`src/rtl/int_sqrt_seq_pkg.sv`:
```
// Shared types and sizing helpers for the sequential integer square root.
// The default radicand width comes from BYTE_BITS.
`ifndef BYTE_BITS
`define BYTE_BITS 8
`endif

package int_sqrt_seq_pkg;

    typedef enum logic [1:0] {
        IDLE = 2'd0,
        CALC = 2'd1,
        DONE = 2'd2
    } int_sqrt_state_t;

    typedef enum logic {
        SQRT_FLOOR = 1'b0,
        SQRT_ROUND = 1'b1
    } sqrt_mode_t;

    // Iteration counter width; at least one bit even for a single iteration
    function automatic int unsigned cnt_bits(input int unsigned root_bits);
        return (root_bits > 1) ? $clog2(root_bits) : 1;
    endfunction

endpackage

```
`src/rtl/int_sqrt_seq_fsm.sv`:
```
// Control for int_sqrt_seq: IDLE/CALC/DONE state, iteration counter and
// the load/step/last strobes handed to the datapath.
module int_sqrt_seq_fsm
    import int_sqrt_seq_pkg::*;
#(
    parameter int unsigned ROOT_BITS = 4
) (
    input  logic clk,
    input  logic reset,
    input  logic clk_en,
    input  logic trigger,
    output logic rdy_o,
    output logic done_o,
    output logic load_o,
    output logic step_o,
    output logic last_o
);

    localparam int unsigned CNT_W = cnt_bits(ROOT_BITS);

    int_sqrt_state_t state_q, state_d;
    logic [CNT_W-1:0] cnt_q, cnt_d;

    always_ff @(posedge clk) begin
        if (reset) begin
            state_q <= IDLE;
            cnt_q   <= '0;
        end else if (clk_en) begin
            state_q <= state_d;
            cnt_q   <= cnt_d;
        end
    end

    always_comb begin
        state_d = state_q;
        cnt_d   = cnt_q;
        rdy_o   = 1'b0;
        done_o  = 1'b0;
        load_o  = 1'b0;
        step_o  = 1'b0;
        last_o  = 1'b0;
        case (state_q)
            IDLE, DONE: begin
                rdy_o  = 1'b1;
                done_o = (state_q == DONE);
                if (trigger && clk_en) begin
                    load_o  = 1'b1;
                    cnt_d   = CNT_W'(ROOT_BITS - 1);
                    state_d = CALC;
                end
            end
            CALC: begin
                step_o = clk_en;
                last_o = (cnt_q == '0);
                if (clk_en) begin
                    if (cnt_q == '0) state_d = DONE;
                    else             cnt_d   = cnt_q - CNT_W'(1);
                end
            end
            default: state_d = IDLE;
        endcase
    end

endmodule

```
`src/rtl/int_sqrt_seq.sv`:
```
// Sequential digit-by-digit integer square root, one root bit per enabled clock.
// Define INT_SQRT_REM_EN to expose the floor remainder on rem_out.
module int_sqrt_seq
    import int_sqrt_seq_pkg::*;
#(
    parameter  int unsigned NUM_BITS  = `BYTE_BITS,
    localparam int unsigned ROOT_BITS = (NUM_BITS + 1) / 2
) (
    input  logic                 clk,
    input  logic                 reset,
    input  logic                 clk_en,
    input  logic [NUM_BITS-1:0]  num_in,
    input  logic                 mode_in,
    input  logic                 trigger,
    output logic [ROOT_BITS:0]   sqrt_out,
    output logic                 done,
    output logic                 rdy
`ifdef INT_SQRT_REM_EN
    ,output logic [ROOT_BITS:0]  rem_out
`endif
);

    localparam int unsigned RAD_W = 2 * ROOT_BITS;
    localparam int unsigned REM_W = ROOT_BITS + 2;

    logic [RAD_W-1:0]     rad_q, rad_d;
    logic [REM_W-1:0]     rem_q, rem_d;
    logic [REM_W-1:0]     rem_sh, trial;
    logic [ROOT_BITS-1:0] root_q, root_d;
    sqrt_mode_t           mode_q, mode_d;
    logic                 load, step, last, ge, round_bit;

    int_sqrt_seq_fsm #(.ROOT_BITS(ROOT_BITS)) u_fsm (
        .clk     (clk),
        .reset   (reset),
        .clk_en  (clk_en),
        .trigger (trigger),
        .rdy_o   (rdy),
        .done_o  (done),
        .load_o  (load),
        .step_o  (step),
        .last_o  (last)
    );

    always_ff @(posedge clk) begin
        if (reset) begin
            rad_q  <= '0;
            rem_q  <= '0;
            root_q <= '0;
            mode_q <= SQRT_FLOOR;
        end else if (clk_en) begin
            rad_q  <= rad_d;
            rem_q  <= rem_d;
            root_q <= root_d;
            mode_q <= mode_d;
        end
    end

    // One restoring step: bring down two radicand bits, try (root<<2)|1
    always_comb begin
        rad_d  = rad_q;
        rem_d  = rem_q;
        root_d = root_q;
        mode_d = mode_q;
        rem_sh = {rem_q[ROOT_BITS-1:0], rad_q[RAD_W-1 -: 2]};
        trial  = {root_q, 2'b01};
        ge     = (rem_sh >= trial);
        if (load) begin
            rad_d  = RAD_W'(num_in);
            mode_d = sqrt_mode_t'(mode_in);
            rem_d  = '0;
            root_d = '0;
        end else if (step) begin
            rem_d  = ge ? (rem_sh - trial) : rem_sh;
            root_d = ROOT_BITS'({root_q, ge});
            rad_d  = last ? '0 : (rad_q << 2);
        end
    end

    // Round up when num > root^2 + root, i.e. the true root is past root + 0.5
    assign round_bit = (mode_q == SQRT_ROUND) && (rem_q > REM_W'(root_q));
    assign sqrt_out  = {1'b0, root_q} + (ROOT_BITS + 1)'(round_bit);

`ifdef INT_SQRT_REM_EN
    assign rem_out = rem_q[ROOT_BITS:0];
`endif

endmodule

```
`config.mk`:
```
export PLATFORM = sky130hd
export DESIGN_NAME = int_sqrt_seq
export DESIGN_NICKNAME = d
export VERILOG_FILES = /design/src/rtl/int_sqrt_seq_pkg.sv /design/src/rtl/int_sqrt_seq_fsm.sv /design/src/rtl/int_sqrt_seq.sv
export SDC_FILE = /design/constraint.sdc
export NUM_CORES = 1
export LEC_CHECK = 0
export CAP_MARGIN = 5
export CORE_MARGIN = 10
export CORE_UTILIZATION = 39
export DETAILED_ROUTE_END_ITERATION = 10
export PLACE_DENSITY = 0.62
export SYNTH_ARGS = -nofsm -noshare
export SYNTH_HDL_FRONTEND = slang
export SYNTH_SLANG_ARGS = --single-unit
```
`constraint.sdc`:
```
create_clock -name clk -period 2 [get_ports clk]
set_clock_uncertainty 0.2 [all_clocks]
set_input_delay 0.2 -clock clk [delete_from_list [all_inputs] [get_ports clk]]
set_output_delay 0.2 -clock clk [all_outputs]
set_load 0.005 [all_outputs]
```
==> impl_metrics.json, run 1 <==
{
  "status": "complete, but fails checks",
  "violations": "negative setup slack",
  "combPwrFrac_pct": 32.8,
  "crit_top_cell": "ha_4",
  "die_w_um": 78.8,
  "p_leak_nw": 0.780,
  "final.min_clock_period_ns": 2.52,
  "period_share_pct": 126,
  "worst_slack_ns": -0.524,
  "dpl.cell_count": 237,
  "peakVddDrop_mv": 0.239,
  "cpLargestDelayFamily": "adder cells",
  "cts_tree": "done",
  "yosysTopAreaCell": "dfxtp_1",
  "dpl.hpwl_um": 2690,
  "fill_cells": 320,
  "initial_core_util_pct": 40.4,
  "fin_cells": 243,
  "finalPower_mw": 1.07,
  "setup_viol_count_final": 11,
  "path_cells": "inv_2 -> ha_4 -> and2_4 -> a32oi_1 -> o31a_1 -> ha_4 -> ha_4 -> xor2_1 -> buf_2",
  "area_growth_pct": 41.8,
  "portBuffers": 19,
  "netlist_area_mm2": 0.00135,
  "gp_congestion": 0.840,
  "drt_iter0_markers": 64,
  "cp_num_buf_inv": 2,
  "wl_per_cell_um": 13.8,
  "avgSynthCellArea_um2": 8.76,
  "power.density_mw_per_mm2": 559,
  "cp_max_fo": 4,
  "crit_slowest_cell": "dfxtp_2",
  "synth_seq_cells": 23,
  "cp-start-kind": "flop",
  "fmax_mhz": 396,
  "rsz0062_at_grt": "yes",
  "fin_nets": 221,
  "worstPathRequired_ns": 1.60,
  "grt_overflow": 0,
  "cts-root-buf": "clkbuf_4",
  "critical_path_class": "reg2out",
  "ys_types": 48,
  "p_sw_mw": 0.328,
  "final_layout_size_suffix_gt1_share_pct": 34.0,
  "maxSlewViolCount": 0,
  "sequentialPowerShare_pct": 46.8,
  "slew_headroom_pct": 76.2,
  "mostFrequentLayoutCells": "23 x buf_4, 17 x nor2_1, 16 x dfxtp_1, 14 x clkdlybuf4s50_1, 9 x inv_1",
  "drt_wl_total_um": 3370,
  "synth_flop_cell": "dfxtp_1",
  "crit_arrival_ns": 2.12,
  "multiInputGateArea_um2": 930,
  "dr_total_vias": 1279,
  "dieHeight_um": 78.8,
  "clock_latency_ns": 0.31,
  "synth_nets": 177,
  "worstMarginPinSlew_ns": 0.357,
  "seqCellArea_um2": 469,
  "first_global_vias": 1265,
  "grt.total_usage_pct": 10.8,
  "vias_per_cell": 5.26,
  "die-area_mm2": 0.00621,
  "cts-htree-levels": 1,
  "grt_max_degree": 15,
  "clockBufferDepth": 2,
  "clkTransAtPathRegs_ns": 0.13,
  "hold_viol": 0,
  "fin_setup_tns_ns": -2.49,
  "n_antenna_cell": 0,
  "yosysWarningCount": 0,
  "synth_edf_count": 0,
  "fin_util_pct": 57.3,
  "drcViolationCount": 0,
  "ant_nets": 0,
  "yosysTopAreaCellShare_pct": 34.1,
  "slowest_delay_ns": 0.36,
  "ios": 20,
  "final_common_cell": "buf_4",
  "syn_inst": 154,
  "synthArstFlopShare_pct": 0,
  "antenna_found_initial": 0,
  "pwr-share-clk_pct": 20.4,
  "internal_power_mw": 0.742,
  "ys_seq_area_share_pct": 34.1,
  "drt_pre_antenna_iters": 4,
  "cts_made_buffers": 3,
  "cts_num_sinks": 23,
  "endpoint_kind": "output port",
  "rows": 21,
  "drv_cap": 0,
  "synthTopCellsByArea": "dfxtp_1 34%, ha_1 9.3%, nor2_1 4.7%",
  "swShare_pct": 30.7,
  "hp-class": "in2reg",
  "core_area_mm2": 0.00334,
  "whs_ns": 0.301,
  "grt_pass1_wl_um": 5540
}
what timing repair did:
item                                    CTS  global route
hold endpoints to repair                  0             0
hold buffers                              0             0
setup buffers                             2             0
endpoints found under the setup margin   10            12
resized for setup                        36             8
pin swaps                                15            11
power groups by stage:
stage                     clock network (mW)  logic, mW  registers, mW
final                                  0.218      0.351          0.501
after detailed placement                   0      0.299          0.510
after floorplan                            0      0.192          0.507
after global routing                   0.248      0.384          0.503
after global placement                     0      0.291          0.509
after CTS                              0.226      0.329          0.500
worst min-delay path, stage by stage:
cell and delay (ns):
clkdlybuf4s50_1 0.40, mux2i_1 0.13, nor2_1 0.05
flip-flops by register name (all words and copies together), names as in the netlist:
signal and cells:
rad_q 8, root_q 4, rem_q 6, u_fsm.state_q 2, mode_q 1, u_fsm.cnt_q 2
cells by family after synthesis:
| family | count (synthesis) | share of synthesized area (%) |
|---|---|---|
| AND/OR/NAND/NOR | 49 | 19.5 |
| AO/OA/AOI/OAI | 45 | 24.9 |
| flip-flops | 23 | 34.1 |
| buffers and inverters | 18 | 6.03 |
| adder cells (fa/ha/maj) | 10 | 9.28 |
| XOR/XNOR | 5 | 3.25 |
| multiplexers | 4 | 2.97 |
through the flow:
stage,setup slack [ns],area (um2)
final,-0.524,1910
after global routing,-0.629,1910
after CTS,-0.611,1870
after detailed placement,-0.576,1790
after global placement,-0.535,1790
after floorplan,-0.0571,1400
synthesized netlist by cell type (2+ instances only):
cell type / number
a32oi_1: 2
inv_1: 12
a22oi_1: 3
nor2b_1: 4
a21oi_1: 9
nand2_1: 4
a211oi_1: 2
buf_2: 2
nand3_1: 2
and2_1: 2
xnor2_1: 2
nor3_1: 7
nor2_1: 17
a221oi_1: 4
a221oi_2: 3
o21ai_0: 7
xor2_1: 3
a31oi_1: 2
clkbuf_1: 2
dfxtp_1: 23
mux2i_1: 4
ha_1: 10
nand2b_1: 3
final timing paths:
kind | slack (ns) | end | cells past startpoint | startpoint
max | -0.52 | sqrt_out[2] | 9 | root_q[3]
min | 0.30 | mode_q | 3 | mode_in
max reg2reg | -0.10 | rem_q[1] | 9 | root_q[1]
min reg2reg | 0.31 | rad_q[4] | 2 | rad_q[4]
layout make-up:
| cell class | count | share of cell area [%] |
|---|---|---|
| Clock buffer | 3 | 1.18 |
| Clock inverter | 1 | 0.262 |
| Inverter | 12 | 2.35 |
| Multi-Input combinational cell | 113 | 48.6 |
| Sequential cell | 23 | 24.5 |
| Tap cell | 46 | 3.01 |
| Timing Repair Buffer | 45 | 20.1 |
per-layer routing:
layer | vias to the layer above | share of wire, % | global-route usage, %
met4 | 0 | 0.62 | 3.94
met1 | 610 | 42 | 11.7
li1 | 643 | - | -
met3 | 2 | 4.5 | 2.82
met5 | - | 0 | 0
met2 | 24 | 53 | 19.6
(Power assumes the default switching activity.)
==> run 2: changes to the inputs <==
--- a/config.mk
+++ b/config.mk
@@ -9,7 +9,8 @@
 export CORE_MARGIN = 10
 export CORE_UTILIZATION = 39
 export DETAILED_ROUTE_END_ITERATION = 10
-export PLACE_DENSITY = 0.62
+export DONT_BUFFER_PORTS = 1
+export PLACE_DENSITY = 0.54
 export SYNTH_ARGS = -nofsm -noshare
 export SYNTH_HDL_FRONTEND = slang
 export SYNTH_SLANG_ARGS = --single-unit
==> run 2 against run 1 <==
Effect of this change: the run still ends with negative setup slack left; critical path depth fell by 1; register-to-register slack better by 0.16 ns; combinational power fell by 7.1%; total power shrank 1.1%; non-clock buffer count is 8 lower; cell count fell by 3.3%; routed wire length is 3.3% higher; fmax is 3.6% higher; design area down 2.6%; clock power increased by 6%; first-iteration DRC count increased by 11%; count of clock-buffer cells in the layout did not move; critical path type unchanged; largest power group unchanged.
==> impl_metrics.json, run 2 (same netlist as run 1, synthesis figures left out) <==
{
  "slew_headroom_pct": 39.7,
  "die_w_um": 78.8,
  "drt_iter0_markers": 71,
  "use_met2_pct": 18.6,
  "peakVddDrop_mv": 0.334,
  "core_area_mm2": 0.00334,
  "power.density_mw_per_mm2": 568,
  "grtUsageMet3_pct": 2.48,
  "dieHeight_um": 78.8,
  "min_from": "trigger",
  "cts_made_buffers": 3,
  "critical_path_class": "reg2out",
  "clkTransAtPathRegs_ns": 0.14,
  "p_leak_nw": 0.747,
  "grt.total_usage_pct": 11.0,
  "fin_cells": 235,
  "portBuffers": 0,
  "clockBufferDepth": 2,
  "grt_overflow": 0,
  "final_common_cell": "buf_4",
  "cp-startpoint": "root_q[2]",
  "gp_congestion": 0.820,
  "clock_latency_ns": 0.33,
  "wl_per_cell_um": 14.8,
  "mostFrequentLayoutCells": "23 x buf_4, 17 x nor2_1, 17 x dfxtp_1, 12 x dlygate4sd3_1, 9 x inv_1",
  "maxSlewViolCount": 0,
  "cpLargestDelayFamily": "adder cells",
  "endpoint_kind": "output port",
  "dpl.cell_count": 216,
  "final_layout_size_suffix_gt1_share_pct": 34.4,
  "cts_num_sinks": 23,
  "violations": "negative setup slack",
  "slowest_delay_ns": 0.36,
  "hold_viol": 0,
  "cp-start-kind": "flop",
  "rows": 21,
  "drv_cap": 0,
  "initial_core_util_pct": 40.4,
  "rsz0062_at_grt": "yes",
  "n_antenna_cell": 0,
  "cts-root-buf": "clkbuf_4",
  "crit_top_cell": "ha_4",
  "grt_pass1_wl_um": 5660,
  "fill_cells": 315,
  "vias_per_cell": 5.33,
  "regToRegStartpoint": "root_q[1]",
  "cts-htree-levels": 1,
  "worstMarginPinSlew_ns": 0.901,
  "period_share_pct": 122,
  "largest_reg_flops": 8,
  "crit_arrival_ns": 2.04,
  "cp_max_fo": 3,
  "setup_viol_count_final": 5,
  "antenna_found_initial": 0,
  "worstPathRequired_ns": 1.60,
  "busiest_layer": "met2",
  "largest-register": "rad_q",
  "cts_tree": "done",
  "grt_util_met1_pct": 13.6,
  "dpl.hpwl_um": 2490,
  "ios": 20,
  "whs_ns": 0.0501,
  "seqCellArea_um2": 468,
  "drt_wl_total_um": 3480,
  "fin_util_pct": 55.9,
  "area_growth_pct": 38.2,
  "reg.largest.list": "rad_q x8, rem_q x6, root_q x4",
  "grt_max_degree": 23,
  "cp_num_buf_inv": 1,
  "fin_nets": 213,
  "status": "complete, but fails checks",
  "hp-class": "in2reg",
  "crit_slowest_cell": "dfxtp_2",
  "final.min_clock_period_ns": 2.44,
  "fmax_mhz": 411,
  "die-area_mm2": 0.00621,
  "path_cells": "inv_2 -> ha_4 -> and2_4 -> a32oi_1 -> o31a_1 -> ha_2 -> ha_4 -> and3_4",
  "drt_pre_antenna_iters": 4,
  "first_global_vias": 1167,
  "dr_total_vias": 1252,
  "worst_slack_ns": -0.435,
  "ant_nets": 0,
  "drcViolationCount": 0,
  "multiInputGateArea_um2": 951
}
[run 2: cell types whose count changed in the layout (fill, tap and decap cells not counted), moves of 3 or more]
cell,before,now
dlygate4sd3_1,0,12
buf_2,3,0
buf_6,5,2
clkdlybuf4s50_1,14,0
[run 2: layout make-up]
type                            count  area share (%)
Clock inverter                      1           0.268
Timing Repair Buffer               37            16.9
Multi-Input combinational cell    113            51.0
Inverter                           12            2.42
Tap cell                           46            3.09
Sequential cell                    23            25.1
Clock buffer                        3            1.21
[run 2: power by group]
part / internal (mW) / switching (mW)
clock network: 0.0751 / 0.156
registers: 0.483 / 0.0191
logic: 0.165 / 0.161
[run 2: path summary, 6_finish.rpt]
| check | slack, ns | depth (start not counted) | to |
|---|---|---|---|
| worst max-delay path | -0.44 | 8 | sqrt_out[4] |
| worst min-delay path | 0.05 | 4 | u_fsm.cnt_q[1] |
| worst max register to register | 0.06 | 8 | rem_q[1] |
| worst min register to register | 0.31 | 2 | u_fsm.cnt_q[1] |
[run 2: per-layer routing]
| metal | up-vias | routed length, um |
|---|---|---|
| met5 | - | 0 |
| met1 | 597 | 1640 |
| met2 | 27 | 1660 |
| li1 | 624 | - |
| met4 | 0 | 37 |
| met3 | 4 | 138 |
[run 2: per-stage QoR]
stage	instance area [um2]	power, mW	TNS (ns)	setup WS [ns]
floorplan	1400	0.699	-0.103	-0.0571
global placement	1580	0.760	-0.239	-0.0682
detailed placement	1580	0.766	-0.356	-0.0898
CTS	1790	1.03	-1.93	-0.446
global route	1860	1.11	-2.30	-0.530
finish	1860	1.06	-1.81	-0.435
[run 2: tightest hold or removal path, delay by kind of cell]
family | cells | cell delay, ns
AOI/OAI and AO/OA | 2 | 0.17
and+or+nand+nor | 2 | 0.18
[run 2: what timing repair did]
action                                  CTS  global route
gates resized for setup                   8            16
setup buffers                             1             2
endpoints found under the hold margin    23             0
endpoints found under the setup margin   10            15
pin swaps                                 2             6
hold buffers                             12             0
==> run 3: changes to the inputs <==
--- a/config.mk
+++ b/config.mk
@@ -10,6 +10,7 @@
 export CORE_UTILIZATION = 39
 export DETAILED_ROUTE_END_ITERATION = 10
 export DONT_BUFFER_PORTS = 1
+export MAX_ROUTING_LAYER = met4
 export PLACE_DENSITY = 0.54
 export SYNTH_ARGS = -nofsm -noshare
 export SYNTH_HDL_FRONTEND = slang
==> run 3 against run 2 <==
Effect of this change: the run still ends with negative setup slack left; first-iteration DRC count fell by 24%; sequential cell count stayed put; clock power barely moved; cell count stayed put; register-to-register slack is essentially flat; routed wire length rose by 0.52%; utilization unchanged; hold slack got worse by 0.00094 ns; sequential share of layout area unchanged; worst setup slack improved by 0.00094 ns; global-route usage grew 0.31 points; combinational power about the same; largest power group unchanged.
==> impl_metrics.json, run 3 (same netlist as run 1, synthesis figures left out) <==
{
  "status": "complete, but fails checks",
  "violations": "negative setup slack",
  "area_growth_pct": 38.2,
  "grt_pass1_wl_um": 5670,
  "first_global_vias": 1168,
  "wl_met3_um": 167,
  "dieHeight_um": 78.8,
  "sequentialPowerShare_pct": 47.5,
  "drt_iter0_markers": 54,
  "wl_met2_um": 1650,
  "internal_power_mw": 0.722,
  "critical_path_class": "reg2out",
  "final_common_cell": "buf_4",
  "ios": 20,
  "r2r_end": "rem_q[1]",
  "clock_latency_ns": 0.33,
  "final.min_clock_period_ns": 2.43,
  "cts-htree-levels": 1,
  "reg.largest.list": "rad_q x8, rem_q x6, root_q x4",
  "hp-class": "in2reg",
  "dpl.hpwl_um": 2490,
  "swShare_pct": 31.7,
  "fmax_mhz": 411,
  "fin_cells": 235,
  "core_area_mm2": 0.00334,
  "maxSlewViolCount": 0,
  "slowest_delay_ns": 0.36,
  "rrSetupSlack_ns": 0.06,
  "cts-root-buf": "clkbuf_4",
  "crit_top_cell": "ha_4",
  "combPwrFrac_pct": 30.8,
  "rr_worst_depth": 8,
  "post_dp_cell_area_mm2": 0.00158,
  "cp-start-kind": "flop",
  "p_leak_nw": 0.747,
  "peakVddDrop_mv": 0.330,
  "dr_total_vias": 1251,
  "grt_max_degree": 23,
  "cp_max_fo": 3,
  "fill_cells": 315,
  "worstPathRequired_ns": 1.60,
  "wl_per_cell_um": 14.9,
  "cp-endpoint": "sqrt_out[4]",
  "drt_pre_antenna_iters": 4,
  "rsz0062_at_grt": "yes",
  "drt_wl_total_um": 3500,
  "power.density_mw_per_mm2": 567,
  "routedLengthMet1_um": 1640,
  "path_cells": "inv_2 -> ha_4 -> and2_4 -> a32oi_1 -> o31a_1 -> ha_2 -> ha_4 -> and3_4",
  "vias_per_cell": 5.32,
  "rows": 21,
  "drcViolationCount": 0,
  "worst_slack_ns": -0.434,
  "clkTransAtPathRegs_ns": 0.14,
  "die-area_mm2": 0.00621,
  "worstMarginPinSlew_ns": 0.925,
  "crit_arrival_ns": 2.03,
  "die_w_um": 78.8,
  "fin_nets": 213,
  "crit_slowest_cell": "dfxtp_2",
  "p_sw_mw": 0.335,
  "grt_overflow": 0,
  "cts_made_buffers": 3,
  "mostFrequentLayoutCells": "23 x buf_4, 17 x nor2_1, 17 x dfxtp_1, 12 x dlygate4sd3_1, 9 x inv_1",
  "largest-register": "rad_q",
  "slew_headroom_pct": 38.1,
  "antenna_found_initial": 0,
  "finalPower_mw": 1.06,
  "cts_tree": "done",
  "hold_viol": 0,
  "endpoint_kind": "output port",
  "fin_area_mm2": 0.00186,
  "routed.top_layer": "met4",
  "largest_reg_flops": 8,
  "drv_cap": 0,
  "pwr-share-clk_pct": 21.7,
  "gp_congestion": 0.832,
  "ant_nets": 0,
  "initial_core_util_pct": 40.4,
  "portBuffers": 0,
  "fin_setup_tns_ns": -1.80,
  "cts_num_sinks": 23,
  "n_antenna_cell": 0,
  "whs_ns": 0.0492,
  "setup_viol_count_final": 5,
  "clockBufferDepth": 2,
  "dpl.cell_count": 216,
  "period_share_pct": 122,
  "cp-startpoint": "root_q[2]",
  "grt.total_usage_pct": 11.3,
  "regToRegStartpoint": "root_q[1]",
  "final_layout_size_suffix_gt1_share_pct": 34.4
}
==> run 3: cell counts in the layout (fill, tap and decap cells not counted) <==
Identical to the previous run, type by type.
==> run 3: worst max-delay path: cells and delay by family, from the launching register on <==
family | cells | cell delay [ns]
AOI/OAI and AO/OA | 2 | 0.34
DFF | 1 | 0.36
and+or+nand+nor | 2 | 0.33
adders and majority gates | 3 | 0.62
buffers and inverters | 1 | 0.06
==> run 3: layout make-up <==
type / instances / area (um2) / area share, %
Multi-Input combinational cell: 113 / 951 / 51.0
Sequential cell: 23 / 468 / 25.1
Timing Repair Buffer: 37 / 315 / 16.9
Tap cell: 46 / 57.6 / 3.09
Inverter: 12 / 45.0 / 2.42
Clock buffer: 3 / 22.5 / 1.21
Clock inverter: 1 / 5.00 / 0.268
==> run 3: what timing repair did <==
action / in CTS / in global routing
hold buffers: 12 / 0
buffers inserted: 1 / 2
endpoints found under the hold margin: 23 / 0
endpoints found under the setup margin: 10 / 15
resized for setup: 8 / 16
pin swaps: 2 / 6
==> run 3: worst min path at each step <==
| stage | from | endpoint | slack, ns | cells after the start |
|---|---|---|---|---|
| 2_1_floorplan | mode_in | mode_q | 0.15 | 2 |
| 3_3_place_gp | reset | rem_q[5] | 0.07 | 1 |
| 3_5_place_dp | reset | rem_q[5] | 0.07 | 1 |
| 4_1_cts | trigger | u_fsm.cnt_q[1] | 0.05 | 4 |
| 5_1_grt | trigger | u_fsm.cnt_q[1] | 0.1 | 4 |
| 6_report | trigger | u_fsm.cnt_q[1] | 0.05 | 4 |
==> run 3: stage by stage <==
step	setup WS (ns)	util, %
floorplan	-0.0571	-
global placement	-0.0682	47.4
detailed placement	-0.0898	47.4
CTS	-0.446	53.5
global route	-0.530	55.9
finish	-0.434	55.9
==> run 3: routing by layer <==
metal	vias to the layer above	GRT usage, %
li1	625	-
met1	590	13.8
met2	32	18.5
met3	4	2.25
met4	0	3.23
met5	-	-
==> run 3: power by group through the flow <==
stage	Clock, mW	Combinational (mW)	Sequential (mW)
finish	0.229	0.326	0.502
global route	0.252	0.358	0.505
CTS	0.234	0.295	0.501
detailed placement	0	0.255	0.511
global placement	0	0.250	0.510
floorplan	0	0.192	0.507
